File: src/rtl/cp0_pkg.sv
// Shared CP0 definitions: register numbers, field positions, ExcCode values
// and the EXL-based state encoding.
package cp0_pkg;

  // CP0 register numbers addressed by sel
  localparam logic [4:0] REG_SR    = 5'd12;
  localparam logic [4:0] REG_CAUSE = 5'd13;
  localparam logic [4:0] REG_EPC   = 5'd14;
  localparam logic [4:0] REG_PRID  = 5'd15;

  // SR field positions
  localparam int unsigned SR_IE     = 0;
  localparam int unsigned SR_EXL    = 1;
  localparam int unsigned SR_IM_LSB = 10;

  // Cause field positions
  localparam int unsigned CAUSE_EXC_LSB = 2;
  localparam int unsigned CAUSE_EXC_W   = 5;
  localparam int unsigned CAUSE_IP_LSB  = 10;
  localparam int unsigned CAUSE_BD      = 31;

  // ExcCode values
  localparam logic [4:0] EXC_INT  = 5'd0;
  localparam logic [4:0] EXC_ADEL = 5'd4;
  localparam logic [4:0] EXC_ADES = 5'd5;
  localparam logic [4:0] EXC_RI   = 5'd10;
  localparam logic [4:0] EXC_OV   = 5'd12;

  // NORMAL is EXL=0, HANDLER is EXL=1
  typedef enum logic {
    ST_NORMAL  = 1'b0,
    ST_HANDLER = 1'b1
  } cp0_state_e;

endpackage

File: src/rtl/cp0.sv
// CP0: SR / Cause / EPC / PRId registers, interrupt request generation and
// exception entry / eret control for a MIPS-style pipeline.
// Ports:
//   clk, reset       clock, asynchronous active-high reset
//   hw_int           level hardware interrupt lines (sampled into Cause.IP)
//   sel, we, wd      register select, mtc0 strobe and data
//   rd               mfc0 read data (combinational from sel, registered state)
//   pc, bd           PC and delay-slot flag of the exception-stage instruction
//   exc_valid        synchronous exception present, exc_code its ExcCode
//   eret             eret executing this cycle
//   int_req          interrupt pending and enabled (combinational from regs)
//   exc_enter        entry accepted this cycle
//   epc_out          current EPC, eret target
module cp0
  import cp0_pkg::*;
#(
  parameter logic [31:0] PRID_VALUE = 32'h0000_2333,
  parameter int unsigned HW_INT_W   = 6
) (
  input  logic                clk,
  input  logic                reset,
  input  logic [HW_INT_W-1:0] hw_int,
  input  logic [4:0]          sel,
  input  logic                we,
  input  logic [31:0]         wd,
  output logic [31:0]         rd,
  input  logic [31:0]         pc,
  input  logic                bd,
  input  logic                exc_valid,
  input  logic [4:0]          exc_code,
  input  logic                eret,
  output logic                int_req,
  output logic                exc_enter,
  output logic [31:0]         epc_out
);

  cp0_state_e          r_state;
  cp0_state_e          w_state_nxt;
  logic [HW_INT_W-1:0] r_im;
  logic                r_ie;
  logic [HW_INT_W-1:0] r_ip;
  logic                r_bd;
  logic [4:0]          r_exccode;
  logic [31:0]         r_epc;

  logic                w_wr_sr;
  logic                w_wr_epc;
  logic [31:0]         w_pc_aligned;
  logic [31:0]         w_entry_epc;
  logic [31:0]         w_sr;
  logic [31:0]         w_cause;

  assign w_wr_sr      = we && (sel == REG_SR);
  assign w_wr_epc     = we && (sel == REG_EPC);
  assign w_pc_aligned = pc & ~32'd3;
  // Delay-slot instructions restart at the branch, one word earlier
  assign w_entry_epc  = bd ? (w_pc_aligned - 32'd4) : w_pc_aligned;
  assign epc_out      = r_epc;

  // EXL state register
  always_ff @(posedge clk or posedge reset) begin
    if (reset) begin
      r_state <= ST_NORMAL;
    end else begin
      r_state <= w_state_nxt;
    end
  end

  // Interrupt request, entry and EXL next state; entry > eret > mtc0 to SR
  always_comb begin
    w_state_nxt = r_state;
    int_req     = 1'b0;
    exc_enter   = 1'b0;

    if (r_state == ST_NORMAL) begin
      int_req = (|(r_ip & r_im)) & r_ie;
    end
    exc_enter = int_req | exc_valid;

    case (r_state)
      ST_NORMAL: begin
        if (exc_enter) begin
          w_state_nxt = ST_HANDLER;
        end else if (eret) begin
          w_state_nxt = ST_NORMAL;
        end else if (w_wr_sr && wd[SR_EXL]) begin
          w_state_nxt = ST_HANDLER;
        end
      end
      ST_HANDLER: begin
        if (exc_enter) begin
          w_state_nxt = ST_HANDLER;
        end else if (eret) begin
          w_state_nxt = ST_NORMAL;
        end else if (w_wr_sr && !wd[SR_EXL]) begin
          w_state_nxt = ST_NORMAL;
        end
      end
      default: w_state_nxt = ST_NORMAL;
    endcase
  end

  // SR, Cause and EPC fields; entry fields take priority over mtc0
  always_ff @(posedge clk or posedge reset) begin
    if (reset) begin
      r_im      <= '0;
      r_ie      <= 1'b0;
      r_ip      <= '0;
      r_bd      <= 1'b0;
      r_exccode <= '0;
      r_epc     <= '0;
    end else begin
      r_ip <= hw_int;
      if (w_wr_sr) begin
        r_im <= wd[SR_IM_LSB +: HW_INT_W];
        r_ie <= wd[SR_IE];
      end
      if (exc_enter) begin
        r_epc     <= w_entry_epc;
        r_bd      <= bd;
        r_exccode <= int_req ? EXC_INT : exc_code;
      end else if (w_wr_epc) begin
        r_epc <= wd & ~32'd3;
      end
    end
  end

  // Assemble architectural register images and mfc0 mux
  always_comb begin
    w_sr                                 = '0;
    w_sr[SR_IE]                          = r_ie;
    w_sr[SR_EXL]                         = (r_state == ST_HANDLER);
    w_sr[SR_IM_LSB +: HW_INT_W]          = r_im;

    w_cause                              = '0;
    w_cause[CAUSE_BD]                    = r_bd;
    w_cause[CAUSE_IP_LSB +: HW_INT_W]    = r_ip;
    w_cause[CAUSE_EXC_LSB +: CAUSE_EXC_W] = r_exccode;

    rd = '0;
    case (sel)
      REG_SR:    rd = w_sr;
      REG_CAUSE: rd = w_cause;
      REG_EPC:   rd = r_epc;
      REG_PRID:  rd = PRID_VALUE;
      default:   rd = '0;
    endcase
  end

endmodule

File: config.mk
export PLATFORM = sky130hd
export DESIGN_NAME = cp0
export DESIGN_NICKNAME = d
export VERILOG_FILES = /design/src/rtl/cp0_pkg.sv /design/src/rtl/cp0.sv
export SDC_FILE = /design/constraint.sdc
export NUM_CORES = 1
export LEC_CHECK = 0
export CAP_MARGIN = 20
export CORE_AREA = 2 2 116 118
export DETAILED_ROUTE_END_ITERATION = 8
export DIE_AREA = 0 0 118 120
export GPL_TIMING_DRIVEN = 0
export PLACE_DENSITY = 0.55
export SYNTH_ARGS = -nofsm -noshare
export SYNTH_HDL_FRONTEND = slang
export SYNTH_SLANG_ARGS = --single-unit
File: constraint.sdc
create_clock -name clk -period 2.25 [get_ports clk]
set_input_delay 0.3375 -clock clk [delete_from_list [all_inputs] [get_ports clk]]
set_output_delay 0.3375 -clock clk [all_outputs]
set_load 0.02 [all_outputs]
==> results.py <==
metrics = {
    "clock_network": {
        "cts_buffer_depth": 2,
        "clk_latency_ns": 0.29,
        "htree_levels": 2,
        "path_clk_slew_ns": 0.07,
        "cts_tree": "done",
        "clkSinkCount": 50,
        "cts_buffers": 5,
        "root_buffer": "clkbuf_16",
    },
    "worst_setup_path": {
        "worst_setup_path_end_kind": "output pin",
        "reg2reg_from": "r_im[4]$_DFFE_PP0N_",
        "cp_max_fo": 10,
        "r2r_cells": 8,
        "cp.required_ns": 1.91,
        "criticalPathCategory": "in2out",
        "cp_num_buf_inv": 3,
        "crit_slowest_cell": "clkdlybuf4s50_1",
        "regToRegSetupSlack_ns": 0.21,
        "cp_num_cells": 6,
        "rr_endpoint": "epc_out[10]$_DFFE_PP0P_",
        "path_cells": "clkdlybuf4s50_1 -> nand2_1 -> or2_2 -> clkbuf_8 -> nor2_1 -> clkdlybuf4s15_1",
        "startpoint": "sel[2]",
        "arrival_ns": 1.84,
        "crit_family": "buffers and inverters",
        "critPathCapture": "rd[12]",
        "slowest_delay_ns": 0.45,
        "worstSetupStartpointType": "input port",
    },
    "power_and_ir_drop": {
        "p_int_mw": 1.97,
        "combPwrFrac": 0.286,
        "clkPwrFrac": 0.321,
        "power_frac_seq": 0.393,
        "switchingPower_uw": 790,
        "p_per_area_nw_per_um2": 534,
        "p_sw_frac": 0.286,
        "ir_worst_vdd_uv": 299,
        "p_leak_nw": 2.43,
        "finalPower_mw": 2.76,
    },
    "detailed_routing": {
        "wl_per_cell_um": 17.1,
        "detail-route-antenna-nets": 0,
        "vias": 3048,
        "routed_wl_mm": 11.3,
        "drtIter0Drc": 152,
        "routed_via_density": 4.60,
        "dr.pass1.iters": 4,
        "drc": 0,
    },
    "sta": {
        "finalCritPeriodShare": 0.968,
        "maxSlewViolCount": 0,
        "slew_headroom": 0.407,
        "tns_ns": 0,
        "fin_ws_ns": 0.0727,
        "finalSetupViolCount": 0,
        "finalClockSkew_ns": 0.00306,
        "fmax_mhz": 459,
        "rsz0062_at_grt": "false",
        "period_minus_slack_ns": 2.18,
        "worstMarginPinSlew_ns": 0.890,
        "hold_viol": 0,
        "hold_slack_ns": 0.366,
    },
    "global_route": {
        "grt-ovfl-total": 0,
        "grtUsageMet3": 0.0390,
        "grt_max_degree": 34,
        "grt_pass1_wl_mm": 17.7,
        "grt_pass1_vias": 3208,
        "met1_usage": 0.213,
        "grtUsageTotal": 0.161,
        "grt_use_met2": 0.265,
        "top_usage_layer": "met2",
        "antenna_found_initial": 0,
    },
    "logic_synthesis": {
        "ys_seq_elements": 50,
        "yosys_warnings": 0,
        "syn_area_per_cell_um2": 9.77,
        "syn-cell-area_um2": 3180,
        "async_flop_share": 1.00,
        "synth_edf_count": 0,
        "yosys_most_used_dff": "dfrtp_1",
        "ys_seq_area_frac": 0.394,
        "synth_cell_types": 42,
        "netlist_instances": 325,
    },
    "cells_and_area": {
        "drive_gt1_frac": 0.134,
        "mostFrequentLayoutCell": "clkdlybuf4s50_1",
        "diodes": 0,
        "area_growth_pct": 62.5,
        "nNetsFinal": 573,
        "layout_common_cells": "clkdlybuf4s50_1, mux2i_1, dfrtp_1, nor2_1, xnor2_1",
    },
    "place": {
        "gp_congestion": 0.836,
        "place_ws_ns": -0.963,
        "hpwl_mm": 8.88,
        "port_buffers": 145,
    },
    "floorplan": {
        "fp-row-count": 42,
        "start_util": 0.245,
        "coreArea_um2": 13000,
        "die-area_um2": 14200,
        "pin_count": 152,
        "die_w_um": 118,
        "die_h_um": 120,
    },
    "flow_run": {
        "drv_cap": 0,
    },
    "status": {
        "status": "complete, no violations",
    },
    "hold_path": {
        "hp-class": "in2async",
    },
}
## sequential cells by signal (all words and copies together), names as in the netlist
signal     flops
epc_out       30
r_bd           1
r_exccode      5
r_ie           1
r_im           6
r_ip           6
r_state        1
## area by class of cell
cell class	instances	area [um2]
Multi-Input combinational cell	251	1890
Clock buffer	6	139
Buffer	19	134
Clock inverter	1	30.0
Fill cell	1318	7820
Sequential cell	50	1250
Inverter	5	18.8
Timing Repair Buffer	154	1480
Tap cell	176	220
## logic make-up (layout without fill, tap and decap cells)
group	Yosys count	in the layout	share of synthesized area
buf+inv	25	185	0.0331
xor+xnor	25	25	0.0690
mux	68	68	0.217
flops	50	50	0.394
other cells	1	2	0.00118
simple gates	116	116	0.202
compound gates	39	39	0.0792
fa+ha+maj	1	1	0.00394
## Yosys cell counts, types with 2 or more instances
library cell	number	area, um2
mux2i_1	60	601
buf_4	2	15.0
a21oi_1	18	90.1
or3_1	4	25.0
nand3_1	4	20.0
o41ai_1	2	17.5
o21ai_0	4	20.0
buf_1	3	11.3
and3_1	16	100
mux2_2	8	90.1
nor2b_1	4	25.0
nand2_1	12	45.0
dfrtp_1	50	1250
nor4_1	7	43.8
or2_2	2	12.5
xnor2_1	23	201
nor2_1	41	154
clkbuf_1	12	45.0
a22oi_1	9	67.6
nor4_2	2	25.0
buf_2	3	15.0
nand2b_1	2	12.5
inv_1	5	18.8
xor2_1	2	17.5
nor3_1	13	65.1
## power groups by stage
stage	Combinational [mW]	Clock [mW]	Sequential (mW)
6_report	0.789	0.886	1.08
5_1_grt	0.852	0.958	1.10
4_1_cts	0.791	0.912	1.08
3_5_place_dp	0.764	0	1.09
3_3_place_gp	0.754	0	1.09
2_1_floorplan	0.299	0	1.15
## what timing repair did
action                                  4_1_cts  5_1_grt
pin swaps                                     4        1
setup buffers                                 4        4
cloned                                        0        0
gates resized for setup                      66       23
hold endpoints to repair                      0        0
hold buffers                                  0        0
endpoints found under the setup margin       64       21
## layer usage
| layer | share of wire | vias up | routed length, um |
|---|---|---|---|
| li1 | - | 1481 | - |
| met1 | 0.45 | 1450 | 5110 |
| met2 | 0.47 | 103 | 5350 |
| met3 | 0.059 | 14 | 669 |
| met4 | 0.018 | 0 | 206 |
| met5 | 0 | - | 0 |
## per-stage QoR
step	cell area, um2	instances	utilization
detailed placement	4870	648	0.375
finish	5160	662	0.398
global route	5160	662	0.398
floorplan	3180	326	-
global placement	4850	647	0.374
CTS	5120	658	0.395
## worst min-delay path by stage
stage	startpoint	to	slack (ns)	depth (start not counted)
2_1_floorplan	hw_int[0]	r_ip[0]$_DFF_PP0_	0.37	0
3_3_place_gp	r_bd$_DFFE_PP0N_	r_bd$_DFFE_PP0N_	0.49	1
3_5_place_dp	r_bd$_DFFE_PP0N_	r_bd$_DFFE_PP0N_	0.50	1
4_1_cts	reset	r_ip[5]$_DFF_PP0_	0.38	2
5_1_grt	reset	r_ip[5]$_DFF_PP0_	0.41	2
6_report	reset	r_ip[5]$_DFF_PP0_	0.37	2
(Power assumes the default switching activity.)
